==> config.mk <==
export PLATFORM = sky130hd
export DESIGN_NAME = receiver
export DESIGN_NICKNAME = d
export VERILOG_FILES = /design/src/rtl/receiver.sv
export SDC_FILE = /design/constraint.sdc
export NUM_CORES = 1
export LEC_CHECK = 0
export ABC_AREA = 0
export BUFFER_PORTS_ARGS = -buffer_cell sky130_fd_sc_hd__buf_2
export CORE_ASPECT_RATIO = 2
export CORE_MARGIN = 2
export CORE_UTILIZATION = 50
export CTS_CLUSTER_SIZE = 20
export DETAILED_ROUTE_END_ITERATION = 16
export PLACE_DENSITY = 0.69
export SLEW_MARGIN = 5
export SYNTH_ARGS = -nofsm -noshare
export SYNTH_HDL_FRONTEND = slang
export SYNTH_SLANG_ARGS = --single-unit
==> constraint.sdc <==
create_clock -name clk -period 3.1 [get_ports clk]
set_clock_uncertainty 0.05 [all_clocks]
set_input_delay 0.775 -clock clk [delete_from_list [all_inputs] [get_ports clk]]
set_output_delay 0.775 -clock clk [all_outputs]
set_load 0.1 [all_outputs]
==> src/rtl/receiver.sv <==
// Ethernet MAC RX receiver: it parses the 14-byte header and filters on the destination address.
// Accepted payload bytes go into a show-ahead FIFO, and frame done/error events are reported as pulses.
module receiver #(
  parameter int unsigned FIFO_DEPTH = 64,
  parameter logic [47:0] OWN_ADDR   = 48'h3F3F_3F3F_3F3F,
  parameter bit          FILTER_EN  = 1'b1,
  parameter int unsigned MAX_LEN    = 1500
) (
  input  logic        clk,
  input  logic        rst_n,
  input  logic [7:0]  rx_axis_tdata,
  input  logic        rx_axis_tvalid,
  input  logic        rx_axis_tlast,
  input  logic        rx_axis_tuser,
  output logic [47:0] header_dst,
  output logic [47:0] header_src,
  output logic [15:0] number_of_bytes,
  output logic        rx_header_valid,
  output logic [7:0]  rx_data,
  output logic        rx_valid,
  input  logic        rx_ready,
  output logic        brx_full,
  output logic        rx_frame_done,
  output logic        rx_frame_err
);

  localparam int unsigned AW = (FIFO_DEPTH > 1) ? $clog2(FIFO_DEPTH) : 1;
  localparam int unsigned CW = AW + 1;
  localparam logic [15:0]   MAX_LEN_W = 16'(MAX_LEN);
  localparam logic [CW-1:0] DEPTH_W   = CW'(FIFO_DEPTH);

  typedef enum logic [2:0] {IDLE, DST, SRC, LEN, PAYLOAD, PAD, DROP} state_t;

  state_t          state, state_n;
  logic            first_cyc;
  logic [3:0]      hdr_cnt, hdr_inc;
  logic [47:0]     dst_sr, src_sr;
  logic [7:0]      len_hi;
  logic [15:0]     len_full, remaining;
  logic            unbounded, ovf;
  logic            beat, addr_ok;
  logic            hdr_take, push, push_ok, pop, full, ovf_now, runt, err_n, done_n;
  logic [7:0]      mem [FIFO_DEPTH];
  logic [AW-1:0]   wr_ptr, rd_ptr;
  logic [CW-1:0]   count, count_n;

  assign beat     = rx_axis_tvalid;
  assign len_full = {len_hi, rx_axis_tdata};
  assign addr_ok  = !FILTER_EN || (dst_sr == OWN_ADDR) || (dst_sr == '1);
  assign rx_data  = mem[rd_ptr];

  // State register
  always_ff @(posedge clk) begin
    if (!rst_n) state <= IDLE;
    else        state <= state_n;
  end

  // Next state; tlast always returns to IDLE so a new frame can start on the next beat
  always_comb begin
    state_n = state;
    if (beat) begin
      if (rx_axis_tlast) begin
        state_n = IDLE;
      end else begin
        case (state)
          IDLE:    state_n = first_cyc ? DROP : DST;
          DST:     if (hdr_cnt == 4'd5)  state_n = SRC;
          SRC:     if (hdr_cnt == 4'd11) state_n = LEN;
          LEN: begin
            if (hdr_cnt == 4'd13) begin
              if (!addr_ok)                     state_n = DROP;
              else if (len_full == 16'd0)       state_n = PAD;
              else                              state_n = PAYLOAD;
            end
          end
          PAYLOAD: if (!unbounded && remaining == 16'd1) state_n = PAD;
          default: ;
        endcase
      end
    end
  end

  // Per-cycle controls: header capture, FIFO push/pop, end-of-frame classification
  always_comb begin
    hdr_take = 1'b0;
    push     = 1'b0;
    runt     = 1'b0;
    hdr_inc  = (hdr_cnt == 4'hF) ? hdr_cnt : hdr_cnt + 4'd1;
    if (beat) begin
      case (state)
        IDLE:     runt = !first_cyc;
        DST, SRC: runt = 1'b1;
        LEN: begin
          runt     = 1'b1;
          hdr_take = (hdr_cnt == 4'd13) && addr_ok;
        end
        PAYLOAD: begin
          push = 1'b1;
          runt = !unbounded && (remaining != 16'd1);
        end
        default: ;
      endcase
    end
    pop     = rx_valid && rx_ready;
    full    = (count == DEPTH_W);
    push_ok = push && (!full || pop);
    ovf_now = push && full && !pop;
    err_n   = beat && rx_axis_tlast && (runt || rx_axis_tuser || ovf || ovf_now);
    done_n  = beat && rx_axis_tlast && !err_n && (state == PAYLOAD || state == PAD);
    count_n = count;
    if (push_ok && !pop)      count_n = count + CW'(1);
    else if (!push_ok && pop) count_n = count - CW'(1);
  end

  // Header shift registers, payload counter and event pulses
  always_ff @(posedge clk) begin
    if (!rst_n) begin
      first_cyc       <= 1'b1;
      hdr_cnt         <= '0;
      dst_sr          <= '0;
      src_sr          <= '0;
      len_hi          <= '0;
      remaining       <= '0;
      unbounded       <= 1'b0;
      ovf             <= 1'b0;
      header_dst      <= '0;
      header_src      <= '0;
      number_of_bytes <= '0;
      rx_header_valid <= 1'b0;
      rx_frame_done   <= 1'b0;
      rx_frame_err    <= 1'b0;
    end else begin
      first_cyc       <= 1'b0;
      rx_header_valid <= hdr_take;
      rx_frame_done   <= done_n;
      rx_frame_err    <= err_n;
      if (hdr_take) begin
        header_dst      <= dst_sr;
        header_src      <= src_sr;
        number_of_bytes <= len_full;
      end
      if (beat && state == IDLE) ovf <= 1'b0;
      else if (ovf_now)          ovf <= 1'b1;
      if (beat) begin
        case (state)
          IDLE: begin
            dst_sr  <= {dst_sr[39:0], rx_axis_tdata};
            hdr_cnt <= 4'd1;
          end
          DST: begin
            dst_sr  <= {dst_sr[39:0], rx_axis_tdata};
            hdr_cnt <= hdr_inc;
          end
          SRC: begin
            src_sr  <= {src_sr[39:0], rx_axis_tdata};
            hdr_cnt <= hdr_inc;
          end
          LEN: begin
            hdr_cnt <= hdr_inc;
            if (hdr_cnt == 4'd12) len_hi <= rx_axis_tdata;
            if (hdr_cnt == 4'd13) begin
              remaining <= len_full;
              unbounded <= (len_full > MAX_LEN_W);
            end
          end
          PAYLOAD: if (remaining != 16'd0) remaining <= remaining - 16'd1;
          default: ;
        endcase
      end
    end
  end

  // Payload FIFO; a push into a full FIFO lands only when a pop frees the slot in the same cycle
  always_ff @(posedge clk) begin
    if (!rst_n) begin
      wr_ptr   <= '0;
      rd_ptr   <= '0;
      count    <= '0;
      rx_valid <= 1'b0;
      brx_full <= 1'b0;
      for (int i = 0; i < int'(FIFO_DEPTH); i++) mem[AW'(i)] <= '0;
    end else begin
      if (push_ok) begin
        mem[wr_ptr] <= rx_axis_tdata;
        wr_ptr      <= wr_ptr + AW'(1);
      end
      if (pop) rd_ptr <= rd_ptr + AW'(1);
      count    <= count_n;
      rx_valid <= (count_n != '0);
      brx_full <= (count_n == DEPTH_W);
    end
  end

endmodule

==> results of run 1 <==
## tightest hold or removal path: stages
cell and delay, ns:
buf_2 0.12, nand3_1 0.10, nor2b_1 0.05
## registers in the layout, summed over array words and instances (netlist names), 8 cells and up, named ones only
signal and count:
header_src 48, number_of_bytes 16, header_dst 48, remaining 16
mem 512, src_sr 48, len_hi 8, dst_sr 48
## worst min path at each step
stage	startpoint	to	depth (start not counted)
6_report	rx_axis_tlast	rx_frame_err$_SDFF_PN0_	3
5_1_grt	rx_axis_tlast	rx_frame_err$_SDFF_PN0_	3
4_1_cts	rx_axis_tlast	rx_frame_err$_SDFF_PN0_	3
3_5_place_dp	header_dst[36]$_SDFFE_PN0P_	header_dst[36]$_SDFFE_PN0P_	1
3_3_place_gp	header_dst[36]$_SDFFE_PN0P_	header_dst[36]$_SDFFE_PN0P_	1
2_1_floorplan	ovf$_SDFFE_PP0P_	ovf$_SDFFE_PP0P_	2
## cell families (layout without fill, tap and decap cells)
| group | count (synthesis) | in the layout | share of synthesized area |
|---|---|---|---|
| simple gates | 1081 | 1081 | 0.170 |
| flops | 784 | 784 | 0.606 |
| compound gates | 470 | 470 | 0.0780 |
| buf+inv | 265 | 446 | 0.0312 |
| mux | 169 | 169 | 0.107 |
| xor+xnor | 13 | 13 | 0.00331 |
| fa+ha+maj | 11 | 11 | 0.00400 |
## timing repair
action                                  CTS  global route
buffers inserted                          3             1
pin swaps                                 7             2
gates resized for setup                  53             5
endpoints found under the setup margin    8             8
gates cloned                              4             1
## area by class of cell
cell class / instances / area (sq um) / area share
clock buffer: 94 / 2000 / 0.0505
timing repair buffer: 304 / 2520 / 0.0638
tap: 897 / 1120 / 0.0284
sequential: 784 / 20800 / 0.526
multi-input combinational: 1744 / 12700 / 0.320
inverter: 14 / 57.6 / 0.00145
clock inverter: 34 / 372 / 0.00939
## cells in the mapped netlist (8+ instances only)
cell type,n
edfxtp_1,512
and2_1,454
dfxtp_1,272
nand2_1,249
a21oi_1,204
clkbuf_1,196
mux4_2,160
o21ai_0,158
nor2_1,105
nand3_1,82
nor3_1,64
buf_2,38
o21a_1,36
nand4_1,22
a22oi_1,18
nor3_2,16
nor4_1,14
buf_1,13
inv_1,13
ha_1,11
or2_2,10
mux2i_1,9
or3_1,8
xor2_1,8
## metal layers
metal / vias to the layer above / wire length, microns / part of all wire / track usage
met2: 937 / 42700 / 0.49 / 0.401
met3: 133 / 6530 / 0.075 / 0.0436
met4: 0 / 2270 / 0.026 / 0.0756
li1: 10400 / - / - / -
met1: 11300 / 35900 / 0.41 / 0.346
met5: - / 0 / 0 / 0
## power groups by stage
stage / Sequential [W] / Combinational, W / Clock [W]
after global routing: 0.0118 / 0.00339 / 0.00955
after detailed placement: 0.0120 / 0.00290 / 0
after global placement: 0.0120 / 0.00283 / 0
after floorplan: 0.0119 / 0.00210 / 0
final: 0.0118 / 0.00320 / 0.00907
after CTS: 0.0118 / 0.00316 / 0.00923
## stage by stage
stage	TNS [ns]	setup WS [ns]	total power [W]	hold WS, ns	util
after floorplan	-0.685	-0.0230	0.0140	0.374	-
after global placement	-1.63	-0.243	0.0148	0.392	0.538
after detailed placement	-1.75	-0.270	0.0149	0.398	0.538
after CTS	-6.08	-0.803	0.0242	0.346	0.578
after global routing	-6.16	-0.805	0.0247	0.395	0.579
final	-5.72	-0.748	0.0240	0.392	0.579
==> results_dict.tcl, run 1 <==
set metrics [dict create \
    status "complete, but fails checks" \
    violations "negative setup slack" \
    rsz0062_at_grt "yes" \
    relSlewSlack 0.329 \
    netlist_area_sq_um 34400 \
    synth_edf_count 512 \
    crit_cells 8 \
    antenna_left 0 \
    overflow 0 \
    critPathMaxFanout 8 \
    crit_end "rx_data[1]" \
    final_cell_mix "edfxtp_1 (512), and2_1 (454), dfxtp_1 (268)" \
    drt_first_iter_violations 2140 \
    clock.fmax_mhz 260 \
    hold_viol 0 \
    crit_buf_inv 4 \
    p_comb_frac 0.133 \
    clkLatencyLatePin_ns 0.65 \
    cts-buffers-inserted 71 \
    ios 139 \
    leakage_nw 13.7 \
    fin_nets 2944 \
    yosys.area.top_type "edfxtp_1" \
    reg2reg_depth 8 \
    cts_hold_buf 0 \
    port_buffers 138 \
    rr_endpoint "mem[31][2]$_SDFFCE_PN0P_" \
    hpwl_microns 57100 \
    first_global_vias 22100 \
    p_seq_frac 0.490 \
    diodes 0 \
    p_int_w 0.0181 \
    antenna_found_initial 3 \
    clkPwrFrac 0.377 \
    tightest_slew_ns 1.01 \
    placed_area_sq_um 36800 \
    synth.avg_cell_area_sq_um 12.3 \
    finalCritPeriodShare 1.24 \
    end_kind "output port" \
    vias_per_cell 5.89 \
    crit_chain "buf_12 > buf_16 > mux4_2 > mux4_2 > a22oi_2 > buf_4 > nand2_4 > buf_12" \
    wire_per_inst_microns 22.6 \
    grt_max_degree 216 \
    clkTransAtPathRegs_ns 0.06 \
    firstDrtPassIters 5 \
    arrival_ns 3.02 \
    vias 22800 \
    critPathMaxStageDelay_ns 0.54 \
    ir_drop_uv 506 \
    grt_first_pass_wirelength_microns 135000 \
    final_common_cell "edfxtp_1" \
    setup_ws_ns -0.748 \
    core_sq_um 68400 \
    drc 0 \
    synth_top_area_frac 0.447 \
    r2r-start "count[0]$_SDFF_PN0_" \
    syn-num-nets 2818 \
    power.density_nw_per_um2 607 \
    clockBufferDepth 3 \
    ys.flop_type "edfxtp_1" \
    htree_levels 3 \
    synthCells 2793 \
    drv_slew 0 \
    yosysWarnings 0 \
    die_y_microns 375 \
    power_switching_w 0.00591 \
    routed_wl_microns 87400 \
    gp_congestion 0.878 \
    cts_tree "built" \
    fillCellCount 5540 \
    path_delay_family "multiplexers" \
    ff2ff_setup_slack_ns 0.34 \
    stdcell_area_sq_um 39600 \
    synth_seq_cells 784 \
    die-area_sq_um 71000 \
    syn_to_final_growth_pct 15.1 \
    critical_path_class "reg -> out" \
    cap_violations 0 \
    track_usage 0.249 \
    cpMaxStageDelayCell "mux4_2" \
    clock_tree.root_cell "clkbuf_16" \
    p_sw_frac 0.246 \
    worst_setup_path_start_kind "flip-flop" \
    floorplan.initialDensity 0.503 \
    synth.yosys.seq_area_share 0.606 \
    crit_required_ns 2.27 \
    chipWidth_microns 189 \
    dp.cells 3734 \
    async_flop_share 0 \
    hold_class "in -> reg" \
    yosys-top-cells-area "edfxtp_1 (45%), dfxtp_1 (16%), mux4_2 (10%)" \
    min_period_ns 3.85 \
    rows 136 \
    cts_sinks 784 \
    finalNonFillerCells 3871 \
    yosysUniqueCellTypes 70 \
    setup_viol 8 \
    drive_gt1_frac 0.220 \
]
(Power assumes the default switching activity.)
==> run 2, diff against run 1 <==
ABC_AREA = 1   (was 0)
PLACE_DENSITY = 0.71   (was 0.69)
==> run 2 against run 1 <==
The run still ends with negative setup slack left. Non-clock buffer count up 18. Area after synthesis down 2.3%. Largest power group unchanged. Design area up 0.27%. Clock power down 2.5%. Sequential power about the same. Register-to-register slack worse by 0.13 ns. Sequential share of layout area down 0.14 points. Routed wire length up 15%. Synthesized cell count up 34%. Fmax up 8.4%. Flip-flop and latch count unchanged.
==> results_dict.tcl, run 2 <==
set metrics [dict create \
    chipWidth_microns 187 \
    grt_first_pass_wirelength_microns 150000 \
    cts_hold_buf 0 \
    worst_setup_path_start_kind "flip-flop" \
    wl_met2_microns 52900 \
    min_period_ns 3.55 \
    r2r-start "count[0]$_SDFF_PN0_" \
    met1_length_microns 32600 \
    vias_per_cell 5.74 \
    hold_slack_ns 0.399 \
    min_from "rx_axis_tuser" \
    hold_class "in -> reg" \
    synth_seq_cells 784 \
    antenna_left 0 \
    hold_viol 0 \
    drive_gt1_frac 0.155 \
    ys.flop_type "edfxtp_1" \
    setup_viol 8 \
    critical_path_class "reg -> out" \
    top_layer_used "met4" \
    cts-buffers-inserted 67 \
    netlist_area_sq_um 33600 \
    cts_tree "built" \
    drc 0 \
    fin_nets 3898 \
    synth_top_area_frac 0.458 \
    drt_first_iter_violations 2625 \
    gp_congestion 0.939 \
    dp.cells 4650 \
    ff2ff_setup_slack_ns 0.21 \
    rows 134 \
    arrival_ns 2.73 \
    tightest_slew_ns 0.738 \
    antenna_found_initial 0 \
    status "complete, but fails checks" \
    regMostFlops "mem" \
    ir_drop_uv 510 \
    rr_endpoint "mem[32][3]$_SDFFCE_PN0P_" \
    htree_levels 3 \
    end_kind "output port" \
    setup_ws_ns -0.450 \
    die_y_microns 371 \
    synthMostInstantiatedCell "nor2_1" \
    holdPathEnd "rx_frame_done$_SDFF_PN0_" \
    final_common_cell "nor2_1" \
    yosysUniqueCellTypes 38 \
    async_flop_share 0 \
    clock_tree.root_cell "clkbuf_16" \
    yosys.area.top_type "edfxtp_1" \
    die-area_sq_um 69400 \
    reg2reg_depth 12 \
    overflow 0 \
    rsz0062_at_grt "yes" \
    crit_chain "buf_12 > buf_16 > buf_12 > buf_8 > nor2_1 > o22ai_1 > nand2_1 > nand2_1 > nand2_2 > nand3_2 > nand3_2 > nand2_2 > buf_12" \
    core_sq_um 66600 \
    syn_to_final_growth_pct 18.1 \
    synth.avg_cell_area_sq_um 9.00 \
    violations "negative setup slack" \
    synth.yosys.seq_area_share 0.620 \
    vias 27600 \
    cap_violations 0 \
    port_buffers 138 \
    relSlewSlack 0.508 \
    syn-num-nets 3758 \
    critPathMaxStageDelay_ns 0.42 \
    yosys-top-cells-area "edfxtp_1 (46%), dfxtp_1 (16%), nor2_1 (13%)" \
    clkLatencyLatePin_ns 0.64 \
    synth_edf_count 512 \
    drv_slew 0 \
    synthCells 3733 \
    met3_length_microns 6810 \
    ios 139 \
    largest_reg_flops 512 \
    fin_setup_tns_ns -3.18 \
    routed_wl_microns 100000 \
    hpwl_microns 62900 \
    clockBufferDepth 3 \
    firstDrtPassIters 6 \
    diodes 0 \
    critPathMaxFanout 8 \
    crit_required_ns 2.27 \
    hold_depth 4 \
    leakage_nw 16.3 \
    final_cell_mix "nor2_1 (1151), edfxtp_1 (512), nand2_1 (483)" \
    clkTransAtPathRegs_ns 0.06 \
    finalNonFillerCells 4810 \
    final_core_util 0.596 \
    floorplan.initialDensity 0.505 \
    cts_sinks 784 \
    cpMaxStageDelayCell "dfxtp_4" \
    first_global_vias 27000 \
    power.density_nw_per_um2 644 \
    clock.fmax_mhz 282 \
    yosysWarnings 0 \
    synth_commonest_cells "nor2_1 (1155), nand2_1 (541), edfxtp_1 (512), o21ai_0 (431), dfxtp_1 (272)" \
    cpMostUsedCell "buf_12" \
    wire_per_inst_microns 20.8 \
    track_usage 0.282 \
    grt_max_degree 115 \
    finalCritPeriodShare 1.15 \
]
-- run 2: final cells by class --
cell class | count | area, sq um
Clock buffer | 88 | 1930
Tap cell | 884 | 1110
Timing Repair inverter | 2 | 20.0
Clock inverter | 34 | 369
Inverter | 98 | 403
Multi-Input combinational cell | 2598 | 12000
Timing Repair Buffer | 322 | 3070
Sequential cell | 784 | 20800
Fill cell | 5525 | 26900
-- run 2: worst max path at each step --
stage	start	to	slack, ns	cells after the start
after floorplan	flip-flop	rx_data[0]	0.23	12
after global placement	flip-flop	rx_data[3]	0.07	12
after global routing	flip-flop	rx_data[2]	-0.52	13
after detailed placement	rx_ready	mem[32][3]$_SDFFCE_PN0P_	0.04	12
after CTS	flip-flop	rx_data[0]	-0.43	11
final	flip-flop	rx_data[0]	-0.45	13
-- run 2: cells by family after synthesis --
group / after synthesis / synth area share
simple gates: 1904 / 0.227
flops: 784 / 0.620
compound gates: 675 / 0.106
buf+inv: 351 / 0.0402
fa+ha+maj: 11 / 0.00410
xor+xnor: 8 / 0.00209
-- run 2: report_power, final --
group,internal [W],total [W],switching (W)
sequential,0.0115,0.0117,0.000233
clock,0.00497,0.00884,0.00387
combinational,0.00174,0.00502,0.00329
total,0.0182,0.0256,0.00739
-- run 2: critical path, delay by kind of cell (launching register included) --
| kind | cells | cell delay [ns] |
|---|---|---|
| and+or+nand+nor | 7 | 0.69 |
| DFF | 1 | 0.42 |
| AOI/OAI and AO/OA | 1 | 0.21 |
| buffers and inverters | 5 | 0.73 |
-- run 2: what timing repair did --
item                                    CTS  global route
endpoints found under the setup margin    8             8
cloned                                    9            12
pin swaps                                13            85
endpoints found under the hold margin     0             0
setup buffers                             7            11
gates resized for setup                  56           162
-- run 2: per-layer routing --
layer  vias to the layer above  global-route usage
met1                     13100               0.281
li1                      12800                   -
met2                      1334               0.530
met4                         0               0.199
met3                       416              0.0442
met5                         -                   0
-- run 2: metrics by stage --
stage | setup WS (ns) | cell area, sq um | power [W]
finish | -0.450 | 39700 | 0.0256
detailed placement | 0.0368 | 36000 | 0.0160
global placement | 0.0728 | 36000 | 0.0160
global route | -0.519 | 39700 | 0.0264
floorplan | 0.232 | 33600 | 0.0146
CTS | -0.430 | 38900 | 0.0251
